## src/rtl/sym_strobe_ctrl.sv

```systemverilog
// Symbol-timing controller: after an accepted frame sync, emits one sample_start
// strobe per symbol at a programmable phase and rate, then flags frame completion.
module sym_strobe_ctrl #(
   parameter int CNT_W   = 8,
   parameter int FRAME_W = 10
) (
   input  logic               clk,
   input  logic               rst_n,
   input  logic               enable,
   input  logic               sync,
   input  logic [CNT_W-1:0]   sps,
   input  logic [CNT_W-1:0]   phase,
   input  logic [FRAME_W-1:0] frame_len,
   output logic               sample_start,
   output logic [FRAME_W-1:0] sym_idx,
   output logic               busy,
   output logic               frame_done,
   output logic               aborted,
   output logic               cfg_err
);

   typedef enum logic [1:0] {IDLE, ALIGN, RUN, DONE} state_t;

   state_t             state;
   logic [CNT_W-1:0]   cnt;
   logic [CNT_W-1:0]   sps_s;
   logic [CNT_W-1:0]   phase_s;
   logic [FRAME_W-1:0] len_s;

   logic               sync_acc;
   logic               cfg_ok;
   logic [FRAME_W-1:0] idx_nxt;
   logic               align_last;
   logic               run_last;

   assign sync_acc   = sync && enable;
   assign cfg_ok     = (sps >= CNT_W'(2)) && (phase < sps) && (frame_len != '0);
   assign idx_nxt    = sym_idx + FRAME_W'(1);
   assign align_last = (len_s == FRAME_W'(1));
   assign run_last   = (idx_nxt == len_s - FRAME_W'(1));

   // Shadow configuration is pure data: captured on an accepted sync, never reset.
   always_ff @(posedge clk) begin
      if (state == IDLE && sync_acc && cfg_ok) begin
         sps_s   <= sps;
         phase_s <= phase;
         len_s   <= frame_len;
      end
   end

   always_ff @(posedge clk or negedge rst_n) begin
      if (!rst_n) begin
         state        <= IDLE;
         cnt          <= '0;
         sample_start <= 1'b0;
         sym_idx      <= '0;
         busy         <= 1'b0;
         frame_done   <= 1'b0;
         aborted      <= 1'b0;
         cfg_err      <= 1'b0;
      end else begin
         sample_start <= 1'b0;
         frame_done   <= 1'b0;
         aborted      <= 1'b0;
         case (state)
            IDLE: begin
               if (sync_acc) begin
                  if (cfg_ok) begin
                     cfg_err <= 1'b0;
                     cnt     <= '0;
                     sym_idx <= '0;
                     busy    <= 1'b1;
                     state   <= ALIGN;
                  end else begin
                     cfg_err <= 1'b1;
                  end
               end
            end
            ALIGN: begin
               if (!enable) begin
                  aborted <= 1'b1;
                  busy    <= 1'b0;
                  state   <= IDLE;
               end else if (cnt == phase_s) begin
                  // Reload to 1 so the RUN count 1..sps spaces strobes exactly sps apart.
                  sample_start <= 1'b1;
                  sym_idx      <= '0;
                  cnt          <= CNT_W'(1);
                  state        <= align_last ? DONE : RUN;
               end else begin
                  cnt <= cnt + CNT_W'(1);
               end
            end
            RUN: begin
               if (!enable) begin
                  aborted <= 1'b1;
                  busy    <= 1'b0;
                  state   <= IDLE;
               end else if (cnt == sps_s) begin
                  sample_start <= 1'b1;
                  sym_idx      <= idx_nxt;
                  cnt          <= CNT_W'(1);
                  if (run_last) state <= DONE;
               end else begin
                  cnt <= cnt + CNT_W'(1);
               end
            end
            DONE: begin
               frame_done <= 1'b1;
               busy       <= 1'b0;
               state      <= IDLE;
            end
            default: state <= IDLE;
         endcase
      end
   end

endmodule

```

## config.mk

```make
export PLATFORM = sky130hd
export DESIGN_NAME = sym_strobe_ctrl
export DESIGN_NICKNAME = d
export VERILOG_FILES = /design/src/rtl/sym_strobe_ctrl.sv
export SDC_FILE = /design/constraint.sdc
export NUM_CORES = 1
export LEC_CHECK = 0
export ABC_CLOCK_PERIOD_IN_PS = 3200
export CORE_MARGIN = 1.5
export CORE_UTILIZATION = 54
export CTS_BUF_LIST = sky130_fd_sc_hd__clkbuf_4 sky130_fd_sc_hd__clkbuf_8 sky130_fd_sc_hd__clkbuf_16
export CTS_CLUSTER_SIZE = 28
export DETAILED_ROUTE_END_ITERATION = 8
export GPL_ROUTABILITY_DRIVEN = 0
export HOLD_SLACK_MARGIN = 0.15
export PLACE_DENSITY_LB_ADDON = 0.15
export SYNTH_ARGS = -nofsm -noshare
export SYNTH_HDL_FRONTEND = slang
export SYNTH_SLANG_ARGS = --single-unit
export TNS_END_PERCENT = 1
```

## constraint.sdc

```tcl
create_clock -name clk -period 3.2 [get_ports clk]
set_clock_uncertainty 0.05 [all_clocks]
set_input_delay 0.64 -clock clk [delete_from_list [all_inputs] [get_ports clk]]
set_output_delay 0.64 -clock clk [all_outputs]
set_load 0.005 [all_outputs]
```

==> results of run 1 <==
power groups by stage:
stage / clock network [mW] / logic, mW / registers, mW
5_1_grt: 0.407 / 0.933 / 0.946
6_report: 0.366 / 0.838 / 0.927
3_5_place_dp: 0 / 0.830 / 0.937
4_1_cts: 0.379 / 0.834 / 0.924
3_3_place_gp: 0 / 0.813 / 0.935
2_1_floorplan: 0 / 0.525 / 0.896
worst max-delay path, cell delays in order:
cell	delay, ns
sky130_fd_sc_hd__clkdlybuf4s50_1	0.51
sky130_fd_sc_hd__inv_1	0.06
sky130_fd_sc_hd__ha_1	0.31
sky130_fd_sc_hd__a21o_1	0.18
sky130_fd_sc_hd__a21o_1	0.17
sky130_fd_sc_hd__a221oi_1	0.28
sky130_fd_sc_hd__buf_4	0.19
sky130_fd_sc_hd__o21ai_1	0.06
sky130_fd_sc_hd__buf_4	0.17
sky130_fd_sc_hd__or4_1	0.46
sky130_fd_sc_hd__nand3_1	0.09
flip-flops by register name, summed over array words and instances, names as in the netlist, 2 cells and up:
| name | cells |
|---|---|
| state | 2 |
| len_s | 10 |
| phase_s | 8 |
| sps_s | 8 |
| sym_idx | 10 |
| cnt | 8 |
layer usage:
metal / track usage / vias to the layer above / share of wire
li1: - / 1217 / -
met1: 0.338 / 1161 / 0.50
met2: 0.337 / 61 / 0.45
met3: 0.0435 / 6 / 0.043
met4: 0.0696 / 0 / 0.011
met5: 0 / - / 0
area by class of cell:
cell class                 count  area share
clock buffer                   6      0.0207
clock inverter                 2     0.00339
inverter                      18      0.0183
sequential                    51       0.381
tap                           72      0.0244
timing repair buffer          52       0.139
multi-input combinational    224       0.413
layout by cell type, fill, tap and decap left out, types with 2 or more instances in the layout:
| cell type | synthesis | layout |
|---|---|---|
| sky130_fd_sc_hd__clkdlybuf4s50_1 | 0 | 44 |
| sky130_fd_sc_hd__nand2_1 | 34 | 34 |
| sky130_fd_sc_hd__edfxtp_1 | 26 | 26 |
| sky130_fd_sc_hd__dfrtp_1 | 25 | 25 |
| sky130_fd_sc_hd__xor2_1 | 20 | 20 |
| sky130_fd_sc_hd__inv_1 | 18 | 18 |
| sky130_fd_sc_hd__nand3_1 | 16 | 16 |
| sky130_fd_sc_hd__ha_1 | 15 | 15 |
| sky130_fd_sc_hd__o21ai_0 | 14 | 14 |
| sky130_fd_sc_hd__xnor2_1 | 13 | 13 |
| sky130_fd_sc_hd__nor2_1 | 11 | 11 |
| sky130_fd_sc_hd__or4_1 | 9 | 9 |
| sky130_fd_sc_hd__nor4_1 | 9 | 9 |
| sky130_fd_sc_hd__nand2b_1 | 8 | 8 |
| sky130_fd_sc_hd__nor3_1 | 7 | 7 |
| sky130_fd_sc_hd__a21oi_1 | 7 | 7 |
| sky130_fd_sc_hd__buf_4 | 0 | 7 |
| sky130_fd_sc_hd__clkbuf_8 | 0 | 5 |
| sky130_fd_sc_hd__nand3b_1 | 4 | 4 |
| sky130_fd_sc_hd__o31ai_1 | 4 | 4 |
| sky130_fd_sc_hd__a21o_1 | 3 | 3 |
| sky130_fd_sc_hd__a211oi_1 | 3 | 3 |
| sky130_fd_sc_hd__o21bai_1 | 3 | 3 |
| sky130_fd_sc_hd__and2_1 | 3 | 3 |
| sky130_fd_sc_hd__and3_1 | 3 | 3 |
| sky130_fd_sc_hd__o221ai_1 | 3 | 3 |
| sky130_fd_sc_hd__o22ai_1 | 3 | 3 |
| sky130_fd_sc_hd__a31oi_1 | 3 | 3 |
| sky130_fd_sc_hd__and4_1 | 2 | 2 |
| sky130_fd_sc_hd__o41ai_1 | 2 | 2 |
| sky130_fd_sc_hd__nand4_1 | 2 | 2 |
| sky130_fd_sc_hd__o211ai_1 | 2 | 2 |
logic make-up after synthesis:
family	share of synthesized area
compound gates	0.131
xor+xnor	0.103
fa+ha+maj	0.0618
buf+inv	0.0350
flops	0.463
mux	0.00330
simple gates	0.203
worst min path at each step:
| stage | startpoint | slack, ns | to |
|---|---|---|---|
| final | cfg_err | 0.48 | cfg_err |
| after global routing | cfg_err | 0.54 | cfg_err |
| after CTS | cfg_err | 0.49 | cfg_err |
| after detailed placement | cfg_err | 0.47 | cfg_err |
| after global placement | cfg_err | 0.45 | cfg_err |
| after floorplan | rst_n | 0.29 | aborted |
through the flow:
step	power, mW	hold slack (ns)	setup WS, ns	cell area [sq um]	utilization
global route	2.29	0.535	0.121	3690	0.674
global placement	1.75	0.455	0.00648	3600	0.658
detailed placement	1.77	0.467	-0.0423	3600	0.658
CTS	2.14	0.492	0.273	3690	0.674
finish	2.13	0.481	0.266	3690	0.674
floorplan	1.42	0.294	0.188	3040	-
==> out/summary.json, run 1 <==
{
  "diodes": {"value": 0},
  "clk_path_buf_depth": {"value": 2},
  "switching_share": {"value": 0.362},
  "async_reset_ff_frac": {"value": 0.490},
  "area_share_of_the_largest_cell_type_after_synthesis": {"value": 0.257},
  "cp_data_arrival_time": {"value": 3.13, "unit": "ns"},
  "timing.rr.start": {"value": "len_s[0]"},
  "largest_cells_by_area_after_synthesis": {"value": "sky130_fd_sc_hd__edfxtp_1 26%, sky130_fd_sc_hd__dfrtp_1 21%, sky130_fd_sc_hd__ha_1 6.2%, sky130_fd_sc_hd__xor2_1 5.8%, sky130_fd_sc_hd__nand2_1 4.2%"},
  "status": {"value": "finished clean"},
  "port-buffer-count": {"value": 44},
  "cellLeakagePower": {"value": 1.43, "unit": "nW"},
  "gr-total-overflow": {"value": 0},
  "path_class": {"value": "input pin to register"},
  "synth_edf_count": {"value": 26},
  "initial_antenna_violation_count": {"value": 0},
  "numClockSinks": {"value": 51},
  "cellPowerDensity": {"value": 577, "unit": "mW/mm^2"},
  "final_min_period_over_clock_period": {"value": 0.917},
  "route.final.wire_length": {"value": 6.36, "unit": "mm"},
  "start_util": {"value": 0.555},
  "avgViaCountPerCell": {"value": 5.75},
  "hold_buffers": {"value": 0},
  "ir_drop": {"value": 0.299, "unit": "mV"},
  "layoutNonFillerInstCount": {"value": 425},
  "switchingPower": {"value": 0.772, "unit": "mW"},
  "r2r-end": {"value": "state[1]"},
  "power_frac_seq": {"value": 0.435},
  "dp.final_hpwl": {"value": 4.98, "unit": "mm"},
  "maximum_number_of_pins_on_one_net_before_global_route_repair": {"value": 28},
  "r2r_slack": {"value": 0.29, "unit": "ns"},
  "crit_path_start": {"value": "sps[5]"},
  "drt_first_iter_violations": {"value": 168},
  "power.clock.fraction": {"value": 0.172},
  "fmax": {"value": 341, "unit": "MHz"},
  "ff2ff_path_depth": {"value": 7},
  "post-synth-top-count-cell": {"value": "sky130_fd_sc_hd__nand2_1"},
  "layout_min_cycle_time": {"value": 2.93, "unit": "ns"},
  "drtPass1Iterations": {"value": 4},
  "synth_top_cells_by_count": {"value": "34 x sky130_fd_sc_hd__nand2_1, 26 x sky130_fd_sc_hd__edfxtp_1, 25 x sky130_fd_sc_hd__dfrtp_1, 20 x sky130_fd_sc_hd__xor2_1, 18 x sky130_fd_sc_hd__inv_1"},
  "pin_count": {"value": 45},
  "setup-tns-final": {"value": 0, "unit": "ns"},
  "synth.distinct_cells": {"value": 52},
  "cts_htree_levels": {"value": 2},
  "final_layout_size_suffix_gt1_frac": {"value": 0.0510},
  "timing_worst_slew_pin_value": {"value": 0.595, "unit": "ns"},
  "rows": {"value": 27},
  "worstSetupStartpointType": {"value": "input pin"},
  "final-max-slew-violation-count": {"value": 0},
  "die-width": {"value": 78.0, "unit": "microns"},
  "maxCapViolations": {"value": 0},
  "yosys_warnings": {"value": 0},
  "synth_top_cell_by_area": {"value": "sky130_fd_sc_hd__edfxtp_1"},
  "synth_seq_area_share": {"value": 0.463},
  "nFillCells": {"value": 486},
  "path_max_fanout": {"value": 9},
  "fin_nets": {"value": 397},
  "mappedNetlistNets": {"value": 348},
  "netlist_area": {"value": 0.00304, "unit": "sq mm"},
  "final-seq-area": {"value": 0.00141, "unit": "sq mm"},
  "synth_top_flop_cell": {"value": "sky130_fd_sc_hd__edfxtp_1"},
  "cp.required": {"value": 3.39, "unit": "ns"},
  "grt.total_usage": {"value": 0.228},
  "hold_depth": {"value": 2},
  "synthCells": {"value": 303},
  "timing.hold.worst.class": {"value": "register to register"},
  "areaGrowthSynthToFinish": {"value": 21.5, "unit": "%"},
  "numCtsBuffers": {"value": 5},
  "dpl.cell_count": {"value": 417},
  "die_height": {"value": 78.0, "unit": "microns"},
  "detail_route.wl_per_cell": {"value": 15.0, "unit": "microns"},
  "global_route_wire_length_before_repair": {"value": 10.7, "unit": "mm"},
  "tritoncts": {"value": "built"},
  "unrepaired_setup_endpoints_after_global_routing": {"value": "false"},
  "remaining_drc_errors": {"value": 0},
  "cts.clk_slew.worst_paths": {"value": 0.09, "unit": "ns"},
  "setup_viol": {"value": 0},
  "endpoint_kind": {"value": "register"},
  "cts_repair_resize_count": {"value": 0},
  "final-hold-violation-count": {"value": 0},
  "detail-route-antenna-nets": {"value": 0},
  "post_synthesis_average_cell_area": {"value": 10.0, "unit": "sq um"},
  "setup.worst_path.end": {"value": "sym_idx[9]"},
  "core": {"value": 0.00547, "unit": "sq mm"},
  "fp.dieArea": {"value": 0.00608, "unit": "sq mm"},
  "combined_area_of_the_multi_input_logic_cells": {"value": 0.00152, "unit": "sq mm"},
  "timing.max_slew.rel_slack": {"value": 0.600},
  "clk-insertion-delay-late": {"value": 0.31, "unit": "ns"},
  "cellInternalPower": {"value": 1.36, "unit": "mW"},
  "root_buffer_master": {"value": "sky130_fd_sc_hd__clkbuf_8"},
  "cts_setup_buffers": {"value": 0},
  "post_synthesis_sequential_element_count": {"value": 51},
  "detailroute.via_count": {"value": 2445},
  "first_global_vias": {"value": 2259},
  "comb_power_share": {"value": 0.393}
}
Power figures use the tool's default switching activity.
==> inputs of run 2 (changes only) <==
--- a/config.mk
+++ b/config.mk
@@ -5,7 +5,7 @@
 export SDC_FILE = /design/constraint.sdc
 export NUM_CORES = 1
 export LEC_CHECK = 0
-export ABC_CLOCK_PERIOD_IN_PS = 3200
+export ABC_CLOCK_PERIOD_IN_PS = 2700
 export CORE_MARGIN = 1.5
 export CORE_UTILIZATION = 54
 export CTS_BUF_LIST = sky130_fd_sc_hd__clkbuf_4 sky130_fd_sc_hd__clkbuf_8 sky130_fd_sc_hd__clkbuf_16
==> constraint.sdc (replaced) <==
create_clock -name clk -period 2.7 [get_ports clk]
set_clock_uncertainty 0.05 [all_clocks]
set_input_delay 0.54 -clock clk [delete_from_list [all_inputs] [get_ports clk]]
set_output_delay 0.54 -clock clk [all_outputs]
set_load 0.005 [all_outputs]
==> run 2 against run 1 <==
Clock power up 27%. Global-route usage up 1.5 points. Register-to-register slack worse by 0.24 ns. Worst setup slack worse by 0.21 ns. Largest power group is now combinational cells. Sequential power up 14%. Count of clock-buffer cells in the layout down 1. Highest routed layer unchanged. Sequential cell count unchanged.
==> out/summary.json, run 2 (synthesized netlist as in run 1, its figures left out) <==
{
  "final_layout_size_suffix_gt1_frac": {"value": 0.150, "change": "+0.0990"},
  "areaGrowthSynthToFinish": {"value": 30.5, "unit": "%"},
  "worstSetupStartpointType": {"value": "register"},
  "placement.cell_area": {"value": 0.00379, "unit": "sq mm", "change": "+5.2%"},
  "largest_registers": {"value": "len_s (10), sym_idx (10)"},
  "final_area": {"value": 0.00396, "unit": "sq mm", "change": "+7.4%"},
  "final-hold-violation-count": {"value": 0, "change": "unchanged"},
  "numClockSinks": {"value": 51, "change": "unchanged"},
  "gr-total-overflow": {"value": 0, "change": "unchanged"},
  "path_class": {"value": "register to register"},
  "endpoint_kind": {"value": "register"},
  "numCtsBuffers": {"value": 5, "change": "unchanged"},
  "timing_worst_slew_pin_value": {"value": 0.544, "unit": "ns", "change": "-0.0509 ns"},
  "grt.total_usage": {"value": 0.243, "change": "+0.0148"},
  "drtPass1Iterations": {"value": 4, "change": "unchanged"},
  "detail_route.wl_per_cell": {"value": 15.2, "unit": "microns", "change": "+1.3%"},
  "r2r_slack": {"value": 0.05, "unit": "ns", "change": "-0.24 ns"},
  "timing.hold.worst.class": {"value": "register to register"},
  "cts_htree_levels": {"value": 2, "change": "unchanged"},
  "cellPowerDensity": {"value": 676, "unit": "mW/mm^2", "change": "+17%"},
  "hold_buffers": {"value": 0, "change": "unchanged"},
  "avgViaCountPerCell": {"value": 5.76, "change": "+0.10%"},
  "final-max-slew-violation-count": {"value": 0, "change": "unchanged"},
  "port-buffer-count": {"value": 44, "change": "unchanged"},
  "status": {"value": "finished clean"},
  "timing.max_slew.rel_slack": {"value": 0.636, "change": "+0.0363"},
  "global_route_wire_length_before_repair": {"value": 11.5, "unit": "mm", "change": "+7.3%"},
  "drt_first_iter_violations": {"value": 211, "change": "+26%"},
  "dp.final_hpwl": {"value": 5.19, "unit": "mm", "change": "+4.3%"},
  "core": {"value": 0.00547, "unit": "sq mm", "change": "unchanged"},
  "pin_count": {"value": 45, "change": "unchanged"},
  "maximum_number_of_pins_on_one_net_before_global_route_repair": {"value": 28, "change": "unchanged"},
  "fmax": {"value": 378, "unit": "MHz"},
  "cp_data_arrival_time": {"value": 2.79, "unit": "ns", "change": "-0.34 ns"},
  "fp.dieArea": {"value": 0.00608, "unit": "sq mm", "change": "unchanged"},
  "remaining_drc_errors": {"value": 0, "change": "unchanged"},
  "layout.cells.most_common_list": {"value": "44 x sky130_fd_sc_hd__clkdlybuf4s50_1, 34 x sky130_fd_sc_hd__nand2_1, 34 x sky130_fd_sc_hd__buf_4"},
  "initial_antenna_violation_count": {"value": 0, "change": "unchanged"},
  "die_height": {"value": 78.0, "unit": "microns", "change": "unchanged"},
  "die-width": {"value": 78.0, "unit": "microns", "change": "unchanged"},
  "detail-route-antenna-nets": {"value": 0, "change": "unchanged"},
  "diodes": {"value": 0, "change": "unchanged"},
  "hold_path_startpoint": {"value": "cfg_err"},
  "cellLeakagePower": {"value": 1.58, "unit": "nW", "change": "+11%"},
  "setup_viol": {"value": 0, "change": "unchanged"},
  "fin_nets": {"value": 424, "change": "+6.8%"},
  "ir_drop": {"value": 0.336, "unit": "mV", "change": "+13%"},
  "start_util": {"value": 0.555, "change": "unchanged"},
  "crit_path_start": {"value": "len_s[7]"},
  "path_max_fanout": {"value": 3, "change": "-6"},
  "cts.clk_slew.worst_paths": {"value": 0.10, "unit": "ns", "change": "about the same"},
  "clk_path_buf_depth": {"value": 2, "change": "unchanged"},
  "setup-tns-final": {"value": 0, "unit": "ns", "change": "unchanged"},
  "mostFrequentLayoutCell": {"value": "sky130_fd_sc_hd__clkdlybuf4s50_1"},
  "rows": {"value": 27, "change": "unchanged"},
  "root_buffer_master": {"value": "sky130_fd_sc_hd__clkbuf_8"},
  "final_min_period_over_clock_period": {"value": 0.980},
  "first_global_vias": {"value": 2570, "change": "+14%"},
  "timing.rr.start": {"value": "len_s[7]"},
  "detailroute.via_count": {"value": 2603, "change": "+6.5%"},
  "layout_min_cycle_time": {"value": 2.65, "unit": "ns"},
  "route.final.wire_length": {"value": 6.85, "unit": "mm", "change": "+7.7%"},
  "cp.required": {"value": 2.85, "unit": "ns", "change": "-0.54 ns"},
  "maxCapViolations": {"value": 0, "change": "unchanged"},
  "unrepaired_setup_endpoints_after_global_routing": {"value": "true"},
  "tritoncts": {"value": "built"},
  "clk-insertion-delay-late": {"value": 0.31, "unit": "ns", "change": "about the same"}
}
run 2: metrics by stage:
step	worst slack, ns	std cells	util	power [mW]	hold WS, ns
4_1_cts	0.00669	451	0.714	2.65	0.497
6_report	0.0534	452	0.724	2.68	0.486
3_3_place_gp	-0.347	442	0.693	2.13	0.455
3_5_place_dp	-0.375	442	0.693	2.16	0.463
2_1_floorplan	0.00504	303	-	1.68	0.194
5_1_grt	-0.0593	452	0.724	2.86	0.531
run 2: worst paths after layout:
| kind | depth (start not counted) | endpoint |
|---|---|---|
| max | 7 | state[1] |
| min | 2 | cfg_err |
| max reg2reg | 7 | state[1] |
| min reg2reg | 2 | cfg_err |
| max in group asynchronous | 2 | state[1] |
| min in group asynchronous | 2 | cfg_err |
run 2: per-layer routing:
metal / vias up / routed length, microns / track usage / share of wire
li1: 1277 / - / - / -
met1: 1225 / 3040 / 0.338 / 0.44
met2: 89 / 3210 / 0.382 / 0.47
met3: 12 / 475 / 0.0482 / 0.069
met4: 0 / 126 / 0.0768 / 0.018
met5: - / 0 / 0 / 0
run 2: area by class of cell:
cell class                      count  area [sq um]
Inverter                           18          67.6
Clock inverter                      3          26.3
Timing Repair Buffer               79           716
Fill cell                         428          1510
Sequential cell                    51          1410
Clock buffer                        5          68.8
Tap cell                           72          90.1
Multi-Input combinational cell    224          1590
run 2: critical path, cell delays in order, from the launching register on:
cell,delay [ns]
sky130_fd_sc_hd__edfxtp_1,0.40
sky130_fd_sc_hd__or4_4,0.57
sky130_fd_sc_hd__or4_4,0.54
sky130_fd_sc_hd__a21oi_2,0.15
sky130_fd_sc_hd__nand3b_1,0.12
sky130_fd_sc_hd__and4b_1,0.22
sky130_fd_sc_hd__mux2i_1,0.13
sky130_fd_sc_hd__or3_1,0.36
run 2: power breakdown:
part	switching (mW)	internal, mW
clock network	0.273	0.191
logic	0.596	0.556
registers	0.121	0.942
total	0.990	1.69
run 2: what timing repair did:
item | CTS | global route
resized for setup | 4 | 9
setup buffers | 1 | 1
pin swaps | 0 | 4
setup endpoints to repair | 6 | 18
==> inputs of run 3 (changes only) <==
--- a/config.mk
+++ b/config.mk
@@ -5,9 +5,9 @@
 export SDC_FILE = /design/constraint.sdc
 export NUM_CORES = 1
 export LEC_CHECK = 0
-export ABC_CLOCK_PERIOD_IN_PS = 2700
+export ABC_CLOCK_PERIOD_IN_PS = 2340
 export CORE_MARGIN = 1.5
-export CORE_UTILIZATION = 54
+export CORE_UTILIZATION = 49
 export CTS_BUF_LIST = sky130_fd_sc_hd__clkbuf_4 sky130_fd_sc_hd__clkbuf_8 sky130_fd_sc_hd__clkbuf_16
 export CTS_CLUSTER_SIZE = 28
 export DETAILED_ROUTE_END_ITERATION = 8
==> constraint.sdc (replaced) <==
create_clock -name clk -period 2.34 [get_ports clk]
set_clock_uncertainty 0.05 [all_clocks]
set_input_delay 0.468 -clock clk [delete_from_list [all_inputs] [get_ports clk]]
set_output_delay 0.468 -clock clk [all_outputs]
set_load 0.005 [all_outputs]
==> run 3 against run 2 <==
The run now ends with negative setup slack left. Cell count rose by 6.0%. Sequential power rose by 14%. Die area rose by 9.8%. Critical path depth did not move. Register-to-register slack got worse by 0.33 ns. Sequential cell count did not move. Via count rose by 4.3%. Sequential share of layout area fell by 3.0 points. Largest cell class unchanged.
==> out/summary.json, run 3 (synthesized netlist as in run 1, its figures left out) <==
{
  "numClockSinks": {"value": 51, "change": "unchanged"},
  "final_min_period_over_clock_period": {"value": 1.12, "change": "+0.138"},
  "diodes": {"value": 0, "change": "unchanged"},
  "crit_path_start": {"value": "len_s[7]"},
  "hold_depth": {"value": 1, "change": "-1"},
  "failed_checks": {"value": "negative setup slack"},
  "timing.max_slew.rel_slack": {"value": 0.670, "change": "+0.0342"},
  "setup.worst_path.end": {"value": "state[1]"},
  "timing.hold.worst.class": {"value": "input pin to register"},
  "worstSetupStartpointType": {"value": "register"},
  "root_buffer_master": {"value": "sky130_fd_sc_hd__clkbuf_8"},
  "detail_route.wl_per_cell": {"value": 16.1, "unit": "microns", "change": "+6.5%"},
  "fp.dieArea": {"value": 0.00668, "unit": "sq mm", "change": "+9.8%"},
  "tritoncts": {"value": "built"},
  "post-route-util": {"value": 0.728, "change": "+0.00324"},
  "areaGrowthSynthToFinish": {"value": 42.7, "unit": "%"},
  "maximum_number_of_pins_on_one_net_before_global_route_repair": {"value": 26, "change": "-7.1%"},
  "setup-tns-final": {"value": -0.340, "unit": "ns", "change": "-0.340 ns"},
  "pin_count": {"value": 45, "change": "unchanged"},
  "remaining_drc_errors": {"value": 0, "change": "unchanged"},
  "dp.final_hpwl": {"value": 5.78, "unit": "mm", "change": "+11%"},
  "path_delay_family": {"value": "simple AND/OR/NAND/NOR gates"},
  "path_class": {"value": "register to register"},
  "layout.cells.most_common_list": {"value": "50 x sky130_fd_sc_hd__buf_4, 33 x sky130_fd_sc_hd__nand2_1, 26 x sky130_fd_sc_hd__edfxtp_1"},
  "largest_registers": {"value": "len_s (10), sym_idx (10)"},
  "endpoint_kind": {"value": "register"},
  "initial_antenna_violation_count": {"value": 0, "change": "unchanged"},
  "rows": {"value": 28, "change": "+3.7%"},
  "gr-total-overflow": {"value": 0, "change": "unchanged"},
  "ir_drop": {"value": 0.452, "unit": "mV", "change": "+35%"},
  "port-buffer-count": {"value": 44, "change": "unchanged"},
  "start_util": {"value": 0.510, "change": "-0.0450"},
  "grt.total_usage": {"value": 0.255, "change": "+0.0127"},
  "fmax": {"value": 382, "unit": "MHz", "change": "+1.1%"},
  "unrepaired_setup_endpoints_after_global_routing": {"value": "true"},
  "worst-path-buf-inv": {"value": 0, "change": "unchanged"},
  "timing.critical_path.depth": {"value": 7, "change": "unchanged"},
  "avgViaCountPerCell": {"value": 5.67, "change": "-1.6%"},
  "r2r-end": {"value": "state[1]"},
  "path_max_fanout": {"value": 2, "change": "-1"},
  "fin_nets": {"value": 448, "change": "+5.7%"},
  "cp_data_arrival_time": {"value": 2.76, "unit": "ns", "change": "-0.03 ns"},
  "drtPass1Iterations": {"value": 5, "change": "+1"},
  "mostFrequentLayoutCell": {"value": "sky130_fd_sc_hd__buf_4"},
  "crit_top_cell": {"value": "sky130_fd_sc_hd__or4_4"},
  "r2r_slack": {"value": -0.28, "unit": "ns", "change": "-0.33 ns"},
  "die_height": {"value": 81.7, "unit": "microns", "change": "+4.8%"},
  "final-hold-violation-count": {"value": 0, "change": "unchanged"},
  "timing.rr.start": {"value": "len_s[7]"},
  "placement.cell_area": {"value": 0.00398, "unit": "sq mm", "change": "+4.9%"},
  "die-width": {"value": 81.7, "unit": "microns", "change": "+4.8%"},
  "final-max-slew-violation-count": {"value": 0, "change": "unchanged"},
  "final_area": {"value": 0.00433, "unit": "sq mm", "change": "+9.3%"},
  "maxCapViolations": {"value": 0, "change": "unchanged"},
  "detailroute.via_count": {"value": 2715, "change": "+4.3%"},
  "core": {"value": 0.00596, "unit": "sq mm", "change": "+8.8%"},
  "status": {"value": "complete, but fails checks"},
  "numCtsBuffers": {"value": 5, "change": "unchanged"},
  "cellLeakagePower": {"value": 1.81, "unit": "nW", "change": "+15%"},
  "clk_path_buf_depth": {"value": 2, "change": "unchanged"},
  "clk-insertion-delay-late": {"value": 0.31, "unit": "ns", "change": "about the same"},
  "crit_chain": {"value": "or4_4, or4_4, a21oi_2, nand3b_1, and4b_1, mux2i_1, or3_1"},
  "cp.required": {"value": 2.49, "unit": "ns", "change": "-0.36 ns"},
  "layout_min_cycle_time": {"value": 2.62, "unit": "ns", "change": "-0.0291 ns"},
  "route.final.wire_length": {"value": 7.73, "unit": "mm", "change": "+13%"},
  "cellPowerDensity": {"value": 748, "unit": "mW/mm^2", "change": "+11%"},
  "drt_first_iter_violations": {"value": 198, "change": "-6.2%"},
  "final_ws_setup": {"value": -0.277, "unit": "ns", "change": "-0.331 ns"},
  "timing_worst_slew_pin_value": {"value": 0.488, "unit": "ns", "change": "-0.0557 ns"},
  "hold_buffers": {"value": 0, "change": "unchanged"},
  "detail-route-antenna-nets": {"value": 0, "change": "unchanged"},
  "cts.clk_slew.worst_paths": {"value": 0.09, "unit": "ns", "change": "about the same"},
  "cts_htree_levels": {"value": 2, "change": "unchanged"},
  "cpPeakStageDelay": {"value": 0.55, "unit": "ns", "change": "-0.02 ns"},
  "first_global_vias": {"value": 2594, "change": "+0.93%"},
  "ff2ff_path_depth": {"value": 7, "change": "unchanged"},
  "global_route_wire_length_before_repair": {"value": 12.8, "unit": "mm", "change": "+11%"},
  "final_layout_size_suffix_gt1_frac": {"value": 0.243, "change": "+0.0926"},
  "critical-path-slowest-cell": {"value": "sky130_fd_sc_hd__or4_4"},
  "setup_viol": {"value": 3, "change": "+3"}
}
-- run 3: cell types whose count changed in the layout (fill, tap and decap cells not counted), moves of 4 or more --
cell / before / now
sky130_fd_sc_hd__dlygate4sd2_1: 0 / 20
sky130_fd_sc_hd__clkdlybuf4s50_1: 44 / 20
sky130_fd_sc_hd__o21ai_0: 13 / 9
sky130_fd_sc_hd__buf_6: 0 / 4
sky130_fd_sc_hd__dlymetal6s2s_1: 0 / 4
sky130_fd_sc_hd__buf_4: 34 / 50
-- run 3: worst min path at each step --
| stage | from | endpoint | slack, ns |
|---|---|---|---|
| 2_1_floorplan | rst_n | aborted | 0.12 |
| 3_3_place_gp | cfg_err | cfg_err | 0.47 |
| 3_5_place_dp | busy | busy | 0.51 |
| 4_1_cts | frame_len[1] | len_s[1] | 0.42 |
| 5_1_grt | frame_len[9] | len_s[9] | 0.33 |
| 6_report | frame_len[9] | len_s[9] | 0.33 |
-- run 3: final cells by class --
class	instances	area [sq um]
flip-flops and latches	51	1410
clock buffers	5	68.8
well taps	75	93.8
fillers	440	1620
clock inverters	3	20.0
multi-input cells	224	1720
repair buffers	103	953
inverters	18	67.6
-- run 3: repair_timing --
item,CTS,global route
endpoints found under the setup margin,48,34
pin swaps,11,2
gates cloned,1,0
buffers inserted,3,1
resized for setup,51,16
-- run 3: through the flow --
step / cells / power (mW) / setup WS [ns] / hold slack (ns)
after floorplan: 303 / 1.95 / -0.182 / 0.122
after global placement: 466 / 2.52 / -0.684 / 0.472
after detailed placement: 466 / 2.56 / -0.809 / 0.513
after CTS: 478 / 3.18 / -0.217 / 0.421
after global routing: 479 / 3.45 / -0.349 / 0.329
final: 479 / 3.24 / -0.277 / 0.330
-- run 3: worst register-to-register path, delay by kind of cell (launching register included) --
| kind | cells | cell delay (ns) |
|---|---|---|
| compound gates | 1 | 0.13 |
| flops | 1 | 0.42 |
| simple gates | 5 | 1.79 |
| mux | 1 | 0.12 |
-- run 3: routing by layer --
metal  global-route usage  vias to the layer above  wire (microns)
li1                     -                     1315               -
met1                0.359                     1293            3470
met2                0.407                       97            3750
met3               0.0511                       10             417
met4               0.0593                        0             100
met5                    0                        -               0
-- run 3: report_power, final --
group / switching, mW / internal (mW) / total [mW]
clock: 0.300 / 0.209 / 0.509
combinational: 0.787 / 0.733 / 1.52
sequential: 0.126 / 1.09 / 1.21
